--- src/rtl/div_unit_if.sv ---
// Request/response bundle between the EX stage and the multi-cycle divider.
// The EX stage is the master (operands, start, annul); the divider is the
// slave (registered result and ready).
interface div_unit_if;
    logic        signed_div_i;
    logic [31:0] opdata1_i;
    logic [31:0] opdata2_i;
    logic        start_i;
    logic        annul_i;
    logic [63:0] result_o;
    logic        ready_o;

    modport master (
        output signed_div_i,
        output opdata1_i,
        output opdata2_i,
        output start_i,
        output annul_i,
        input  result_o,
        input  ready_o
    );

    modport slave (
        input  signed_div_i,
        input  opdata1_i,
        input  opdata2_i,
        input  start_i,
        input  annul_i,
        output result_o,
        output ready_o
    );
endinterface

--- src/rtl/div_unit.sv ---
// Multi-cycle 32-bit restoring divider for the EX stage.
// Signed operands are reduced to magnitudes at the start edge, 32 MSB-first
// iterations run on a 65-bit {rem, quot} work register, and the signs are
// re-applied when the result is registered. Divide by zero yields zero.
module div_unit (
    input  logic       clk,
    input  logic       rst,
    div_unit_if.slave  bus
);
    typedef enum logic [1:0] {
        DivFree,
        DivByZero,
        DivOn,
        DivEnd
    } state_t;

    state_t      state_q;
    logic [5:0]  cnt_q;
    logic [64:0] work_q;
    logic [31:0] divisor_q;
    logic        signed_q;
    logic        q_neg_q;
    logic        r_neg_q;
    logic [63:0] result_q;
    logic        ready_q;

    logic        op1_neg;
    logic        op2_neg;
    logic [31:0] op1_mag;
    logic [31:0] op2_mag;
    logic [64:0] shifted;
    logic [33:0] diff;
    logic [64:0] work_d;
    logic [31:0] quot_fin;
    logic [31:0] rem_fin;

    // Operand preparation: magnitudes of the incoming operands (only used
    // on the start edge). 0x80000000 maps to itself, which is the correct
    // unsigned magnitude.
    always_comb begin
        op1_neg = bus.signed_div_i & bus.opdata1_i[31];
        op2_neg = bus.signed_div_i & bus.opdata2_i[31];
        op1_mag = op1_neg ? (32'd0 - bus.opdata1_i) : bus.opdata1_i;
        op2_mag = op2_neg ? (32'd0 - bus.opdata2_i) : bus.opdata2_i;
    end

    // One restoring iteration: shift, trial-subtract, keep or restore.
    // The subtraction is one bit wider than rem so its borrow is the sign.
    always_comb begin
        shifted  = {work_q[63:0], 1'b0};
        diff     = {1'b0, shifted[64:32]} - {2'b00, divisor_q};
        work_d   = diff[33] ? shifted : {diff[32:0], shifted[31:1], 1'b1};
        quot_fin = (signed_q && q_neg_q) ? (32'd0 - work_d[31:0])  : work_d[31:0];
        rem_fin  = (signed_q && r_neg_q) ? (32'd0 - work_d[63:32]) : work_d[63:32];
    end

    // Control FSM with registered result/ready; annul overrides everything.
    always_ff @(posedge clk or negedge rst) begin
        if (!rst) begin
            state_q   <= DivFree;
            cnt_q     <= 6'd0;
            work_q    <= 65'd0;
            divisor_q <= 32'd0;
            signed_q  <= 1'b0;
            q_neg_q   <= 1'b0;
            r_neg_q   <= 1'b0;
            result_q  <= 64'd0;
            ready_q   <= 1'b0;
        end else if (bus.annul_i) begin
            state_q  <= DivFree;
            cnt_q    <= 6'd0;
            result_q <= 64'd0;
            ready_q  <= 1'b0;
        end else begin
            case (state_q)
                DivFree: begin
                    ready_q  <= 1'b0;
                    result_q <= 64'd0;
                    if (bus.start_i) begin
                        signed_q  <= bus.signed_div_i;
                        q_neg_q   <= op1_neg ^ op2_neg;
                        r_neg_q   <= op1_neg;
                        work_q    <= {33'd0, op1_mag};
                        divisor_q <= op2_mag;
                        cnt_q     <= 6'd0;
                        state_q   <= (bus.opdata2_i == 32'd0) ? DivByZero : DivOn;
                    end
                end
                DivByZero: begin
                    result_q <= 64'd0;
                    ready_q  <= 1'b1;
                    state_q  <= DivEnd;
                end
                DivOn: begin
                    work_q <= work_d;
                    cnt_q  <= cnt_q + 6'd1;
                    if (cnt_q == 6'd31) begin
                        result_q <= {rem_fin, quot_fin};
                        ready_q  <= 1'b1;
                        state_q  <= DivEnd;
                    end
                end
                DivEnd: begin
                    if (!bus.start_i) begin
                        result_q <= 64'd0;
                        ready_q  <= 1'b0;
                        state_q  <= DivFree;
                    end
                end
                default: begin
                    state_q <= DivFree;
                end
            endcase
        end
    end

    assign bus.result_o = result_q;
    assign bus.ready_o  = ready_q;
endmodule

--- src/flat_wrapper.sv ---
// flat-port wrapper written by rule: the top's interface ports become plain ports
module div_unit_flat 
  (clk, rst, bus_signed_div_i, bus_opdata1_i, bus_opdata2_i, bus_start_i, bus_annul_i, bus_result_o, bus_ready_o);
  div_unit_if bus_i ();
  input  logic clk;
  input  logic rst;
  input wire logic [$bits(bus_i.signed_div_i)-1:0] bus_signed_div_i;
  input wire logic [$bits(bus_i.opdata1_i)-1:0] bus_opdata1_i;
  input wire logic [$bits(bus_i.opdata2_i)-1:0] bus_opdata2_i;
  input wire logic [$bits(bus_i.start_i)-1:0] bus_start_i;
  input wire logic [$bits(bus_i.annul_i)-1:0] bus_annul_i;
  output wire logic [$bits(bus_i.result_o)-1:0] bus_result_o;
  output wire logic [$bits(bus_i.ready_o)-1:0] bus_ready_o;
  assign bus_i.signed_div_i = bus_signed_div_i;
  assign bus_i.opdata1_i = bus_opdata1_i;
  assign bus_i.opdata2_i = bus_opdata2_i;
  assign bus_i.start_i = bus_start_i;
  assign bus_i.annul_i = bus_annul_i;
  assign bus_result_o = bus_i.result_o;
  assign bus_ready_o = bus_i.ready_o;
  div_unit u_core (.clk(clk), .rst(rst), .bus(bus_i));
endmodule
--- config.mk ---
export PLATFORM = sky130hd
export DESIGN_NAME = div_unit_flat
export DESIGN_NICKNAME = d
export VERILOG_FILES = /design/src/rtl/div_unit_if.sv /design/src/rtl/div_unit.sv /design/src/flat_wrapper.sv
export SDC_FILE = /design/constraint.sdc
export NUM_CORES = 1
export LEC_CHECK = 0
export BUFFER_PORTS_ARGS = -buffer_cell sky130_fd_sc_hd__buf_2
export CORE_MARGIN = 4
export CORE_UTILIZATION = 45
export DETAILED_ROUTE_END_ITERATION = 16
export PLACE_DENSITY = 0.75
export SLEW_MARGIN = 25
export SYNTH_ARGS = -nofsm -noshare
export SYNTH_HDL_FRONTEND = slang
export SYNTH_SLANG_ARGS = --single-unit
--- constraint.sdc ---
create_clock -name clk -period 9.4 [get_ports clk]
set_input_delay 0.47 -clock clk [delete_from_list [all_inputs] [get_ports clk]]
set_output_delay 0.47 -clock clk [all_outputs]
set_load 0.05 [all_outputs]
Yosys cells after proc, flatten, opt, wreduce, memory -nomap -nowiden
Cells that the tools add are included.
{"block": "totals", "ff_bits": 172, "latch_bits": 0, "ram_bits": 0, "romBits": 0, "out_inout_bits": 65, "elab_cells": 63, "memories": 0}
{"block": "op_classes", "n_addsub": 6, "n_mul": 0, "n_div": 0, "magnitude_cmp": 0, "eq_ne": 8, "n_shift": 0, "mux": 24, "bitwise": 4, "n_reduce_logical": 12}
{"cell": "$mux 64", "count": 5}
{"cell": "$pmux 64 s3", "count": 1}
{"cell": "$mux 32", "count": 4}
{"cell": "$pmux 64 s2", "count": 1}
{"cell": "$sub 1x32->32 const A", "count": 4}
{"cell": "$sub 33x32->34", "count": 1}
{"cell": "$logic_not 32->1", "count": 1}
{"cell": "$mux 6", "count": 2}
{"cell": "$pmux 6 s2", "count": 1}
{"cell": "$mux 2", "count": 5}
{"cell": "$reduce_and 3->1", "count": 3}
{"cell": "$pmux 2 s4", "count": 1}
{"cell": "$add 6x1->6 const B", "count": 1}
{"cell": "$eq 6x5->1 const B", "count": 1}
{"cell": "$ne 3x3->1 const B", "count": 2}
{"cell": "$eq 2x2->1 const B", "count": 2}
{"cell": "$pmux 1 s4", "count": 1}
{"cell": "$reduce_and 2->1", "count": 2}
{"cell": "$mux 1", "count": 3}
{"cell": "$ne 3x2->1 const B", "count": 1}
{"cell": "$reduce_bool 3->1", "count": 1}
{"cell": "$and 1x1->1", "count": 2}
{"cell": "$eq 2x1->1 const B", "count": 1}
{"cell": "$logic_and 1x1->1", "count": 2}
{"cell": "other kinds (6)", "count": 6}

Depth between registers and ports, before layout
{"block": "depth", "depth_word": 7, "depth_mapped": 22}

Worst setup path before layout
No wires, ideal clock.
{"block": "synth_path", "kind": "register to register", "start": "register u_core.work_q[35]", "end": "register u_core.result_q[54], in the netlist u_core.bus.result_o[54]", "arrival_ps": 4556, "required_ps": 9269, "setup_slack_ps": 4713, "stages_incl_launch_ff": 21, "path_buffers": 5, "path_cell_list": "dfrtp_1 > ha_1 > buf_4 > nand2_1 > a211o_1 > a2111o_1 > and3_1 > buf_6 > o21ai_4 > clkbuf_1 > buf_2 > buf_1 > nand2_1 > o21ai_0 > ha_1 > nor4b_4 > a32oi_1 > or3_4 > o31ai_4 > xnor2_1 > o21ai_1"}
{"block": "synth_via", "elab_chain_cells": 7}
{"item": "start, declared", "line_no": "div_unit.sv:19", "text": "logic [64:0] work_q;"}
{"item": "start signal, assigned", "line_no": "div_unit.sv:83", "text": "work_q <= {33'd0, op1_mag};"}
{"item": "start signal, assigned", "line_no": "div_unit.sv:95", "text": "work_q <= work_d;"}
{"item": "$sub 33x32->34", "line_no": "div_unit.sv:51", "text": "diff = {1'b0, shifted[64:32]} - {2'b00, divisor_q};"}
{"item": "$mux 64 (*)", "line_no": "div_unit.sv:52", "text": "work_d = diff[33] ? shifted : {diff[32:0], shifted[31:1], 1'b1};"}
{"item": "$sub 1x32->32", "line_no": "div_unit.sv:54", "text": "rem_fin = (signed_q && r_neg_q) ? (32'd0 - work_d[63:32]) : work_d[63:32];"}
{"item": "$mux 32 (*)", "line_no": "div_unit.sv:54"}
{"item": "$mux 64 (*)", "line_no": "div_unit.sv:97", "text": "if (cnt_q == 6'd31) begin"}
{"item": "$pmux 64 s3 (*)", "line_no": "div_unit.sv:75", "text": "case (state_q)"}
{"item": "$mux 64 (*)", "line_no": "div_unit.sv:69", "text": "end else if (bus.annul_i) begin"}
{"item": "end signal, assigned", "line_no": "div_unit.sv:98", "text": "result_q <= {rem_fin, quot_fin};"}
{"item": "end, declared", "line_no": "div_unit.sv:24", "text": "logic [63:0] result_q;"}
Mark *: on every way between the ends. The rest lies on a longest branch, timed or not. The select of a mux whose other input is x is not followed.
A chain may end at the register's enable or synchronous reset.

Final worst setup path
{"block": "layout_path", "start": "register u_core.work_q[39]", "end": "register u_core.result_q[60], in the netlist u_core.bus.result_o[60]"}
The elaborated chain is that of the path after synthesis.

==> impl_metrics.toml <==
[sta]
slew_violations = 0
rsz0062_at_grt = "false"
post-route-min-period_ns = 5.308
setup_viol = 0
finalCritPeriodShare_pct = 56.46
tightest_slew_ns = 0.9408
max_freq_mhz = 188.4
relSlewSlack_pct = 37.28
finClkSkew_ns = 0.01476
hold_violations = 0
finalSetupTns_ns = 0

[global_route]
grt_max_degree = 106
grt_pass1_wl_mm = 53.64
grt_pass1_vias = 10570
antenna_found_initial = 2
gr-total-overflow = 0
track_usage_pct = 22.55

[synthesis]
synthMuxAreaShare_pct = 1.460
syn_inst = 1505
synth-async-reset-ratio_pct = 100.0
synth_top_family_by_area = "compound AO/OA/AOI/OAI gates"
synth_compound_area_share_pct = 23.51
synth_area_um2 = 11910
synth_nets = 1615
ys_seq_area_share_pct = 36.13
synth-seq-cells = 172
synth-adder-area-share_pct = 4.370
yosys.area_share.simple_pct = 19.75
yosysWarnings = 0
avgSynthCellArea_um2 = 7.915
ys.flop_type = "dfrtp_1"
synth_cell_types = 73
synth_enable_flop_cells = 0
synth_xor_area_share_pct = 10.15

[worst_setup_path]
slowest_stage = "nor4_1"
worstPathMaxFanout = 51
cp_num_buf_inv = 3
worst_ep_required_time_ns = 9.71
critPathMaxStageDelay_ns = 0.56
crit_family = "simple AND/OR/NAND/NOR gates"
crit_start = "u_core.work_q[39]$_DFFE_PN0P_"
cp-end-kind = "flip-flop"
path_cells = "ha_1 -> a21oi_1 -> a21boi_1 -> or3_1 -> and3_1 -> o21ai_4 -> buf_4 -> inv_2 -> buf_4 -> mux2i_1 -> ha_1 -> nor4b_4 -> a32oi_1 -> nor4_1 -> a21oi_1 -> xor2_1 -> o21ai_1"
critical_path_class = "reg2reg"
r2r_slack_ns = 4.09
r2r_end = "u_core.bus.result_o[60]$_DFFE_PN0P_"
crit_cells = 17
crit_path_end = "u_core.bus.result_o[60]$_DFFE_PN0P_"
r2r_start = "u_core.work_q[39]$_DFFE_PN0P_"
arrival_ns = 5.61
reg2reg_depth = 17
crit_path_start_kind = "flip-flop"

[placed_design]
hpwl_mm = 24.62
gp_congestion = 0.9790
port_buffers = 133
dp.cells = 1896

[clocking]
clock-sinks = 172
clk_pin_slew_ns = 0.08
cts_tree = "yes"
cts_resized = 0
postCtsSetupBuffers = 0
cts-root-buf = "clkbuf_16"
cts-htree-levels = 4
hold_buffers = 0
clock_latency_ns = 0.45
cts_made_buffers = 17
cts_buffer_depth = 2

[cells_and_area]
area_growth_pct = 12.05
multi_input_area_um2 = 7072
fin_cells = 1929
fill_cells = 2488
drive_above_1_share_pct = 12.24
nets = 1690
seqCellArea_um2 = 4304

[outcome]
status = "finished, final reports clean"

[routing]
routed_via_density = 5.794
postRouteAntennaNets = 0
firstDrtPassIters = 7
drt_iter0_markers = 899
wirelength_mm = 33.17
vias = 11180
drc = 0
wl_per_cell_um = 17.20

[worst_hold_path]
hold_class = "in2async"

[floorplan]
rows = 59
io_pins = 134
die_y_um = 170.7
die_area_um2 = 29140
die_w_um = 170.7
core_um2 = 26060
start_util_pct = 45.71

[power]
power_leakage_nw = 5.908
p_per_area_nw_per_um2 = 388.0
worst_ir_drop_vdd_mv = 0.2266

[run]
drv_cap = 0
layout make-up:
type	count	share of cell area (%)
Clock buffer	17	3.187
Multi-Input combinational cell	1191	52.99
Tap cell	335	3.141
Timing Repair Buffer	140	5.447
Inverter	58	1.631
Clock inverter	15	1.341
Antenna cell	1	0.01875
Sequential cell	172	32.25
worst min-delay path by stage:
stage	startpoint	endpoint	slack, ns	cells after the start
after floorplan	rst	u_core.bus.ready_o$_DFFE_PN0P_	0.17	0
after global placement	u_core.bus.result_o[40]$_DFFE_PN0P_	u_core.bus.result_o[40]$_DFFE_PN0P_	0.46	2
after detailed placement	u_core.bus.result_o[47]$_DFFE_PN0P_	u_core.bus.result_o[47]$_DFFE_PN0P_	0.47	2
after CTS	rst	u_core.divisor_q[9]$_DFFE_PN0P_	0.20	1
after global routing	rst	u_core.divisor_q[9]$_DFFE_PN0P_	0.19	1
final	rst	u_core.divisor_q[9]$_DFFE_PN0P_	0.11	1
registers in the layout, indices dropped and copies added, names as in the netlist:
name	count
u_core.r_neg_q	1
u_core.state_q	2
u_core.bus.ready_o	1
u_core.signed_q	1
u_core.bus.result_o	64
u_core.divisor_q	32
u_core.q_neg_q	1
u_core.work_q	64
u_core.cnt_q	6
placed cells by master (no fill, tap or decap), types with 4 or more instances in the layout:
| cell | instances |
|---|---|
| nor2_1 | 100 |
| a31oi_1 | 12 |
| or3_1 | 26 |
| nand2b_1 | 7 |
| mux2i_1 | 14 |
| clkbuf_16 | 17 |
| a21boi_0 | 4 |
| ha_1 | 39 |
| nor3_1 | 36 |
| xor2_1 | 77 |
| o41ai_1 | 9 |
| inv_8 | 4 |
| o21ai_0 | 204 |
| buf_4 | 7 |
| xnor2_1 | 61 |
| buf_2 | 132 |
| a21o_1 | 9 |
| o21ai_1 | 19 |
| a211oi_1 | 11 |
| o21bai_1 | 5 |
| a22o_1 | 5 |
| and3_1 | 5 |
| or2_2 | 5 |
| nor4_1 | 15 |
| nand2_1 | 254 |
| o31ai_1 | 28 |
| nand3_1 | 14 |
| a21oi_1 | 125 |
| nand4_1 | 11 |
| inv_1 | 57 |
| or4_1 | 13 |
| nor2b_1 | 6 |
| and2_1 | 12 |
| dfrtp_1 | 172 |
| o211ai_1 | 6 |
| a211o_1 | 4 |
cells in the mapped netlist, types with 3 or more instances:
cell      count  share of area [%]
nor3b_1       3               0.19
o21bai_1      5               0.32
xnor2_1      61                4.5
or4_1        13               0.82
o21ai_1      19               0.80
nor2b_1       6               0.32
nor2_1      100                3.2
nor3_1       36                1.5
and3_1        5               0.26
a21oi_1     126                5.3
mux2_2        3               0.28
nand4_1      11               0.58
a22o_1        5               0.37
clkbuf_1     69                2.2
nor4_1       15               0.79
or3_1        26                1.4
nand3b_1      3               0.19
mux2i_1      14                1.2
o31ai_1      28                1.8
xor2_1       77                5.7
nand2b_1      7               0.37
buf_1         7               0.22
a211o_1       4               0.29
ha_1         40                4.2
and2_1       12               0.63
nand3_1      14               0.59
a211oi_1     11               0.69
a31oi_1      12               0.63
a21boi_0      4               0.25
buf_2         6               0.25
o211ai_1      6               0.38
or2_2         6               0.32
inv_1        57                1.8
nand2_1     254                8.0
a32oi_1       3               0.22
a21o_1        9               0.57
dfrtp_1     172                 36
o21ai_0     204                8.6
o41ai_1       9               0.66
through the flow:
stage / util, % / setup WS, ns / hold slack [ns] / total power [mW] / cell area (µm²)
after floorplan: - / 4.713 / 0.1744 / 3.629 / 11910
final: 51.22 / 4.092 / 0.1068 / 5.179 / 13350
after global routing: 51.22 / 3.639 / 0.1911 / 5.575 / 13350
after global placement: 48.87 / 4.435 / 0.4562 / 4.368 / 12730
after CTS: 51.19 / 4.235 / 0.1964 / 5.161 / 13340
after detailed placement: 48.87 / 4.257 / 0.4651 / 4.411 / 12730
cell families (layout without fill, tap and decap cells):
kind of cell | count (synthesis) | in the layout
simple gates | 518 | 518
compound gates | 477 | 477
flops | 172 | 172
buf+inv | 142 | 230
xor+xnor | 138 | 138
fa+ha+maj | 41 | 41
mux | 17 | 17
other cells | 0 | 1
layer usage:
layer / vias up / wire length (µm) / GRT usage (%) / part of all wire, %
li1: 5441 / - / - / -
met1: 5271 / 14580 / 30.19 / 44
met2: 389 / 15790 / 37.28 / 48
met3: 74 / 1726 / 3.512 / 5.2
met4: 2 / 1059 / 7.986 / 3.2
met5: - / 12 / 0 / 0.036
report_power, final:
part | total (mW) | switching, mW | leakage, nW | internal [mW]
clock | 0.731 | 0.351 | 0.290 | 0.381
sequential | 1.26 | 0.247 | 2.28 | 1.01
combinational | 3.19 | 2.17 | 3.34 | 1.02
total | 5.18 | 2.77 | 5.91 | 2.41
No activity file was read; power rests on OpenSTA's default activity.
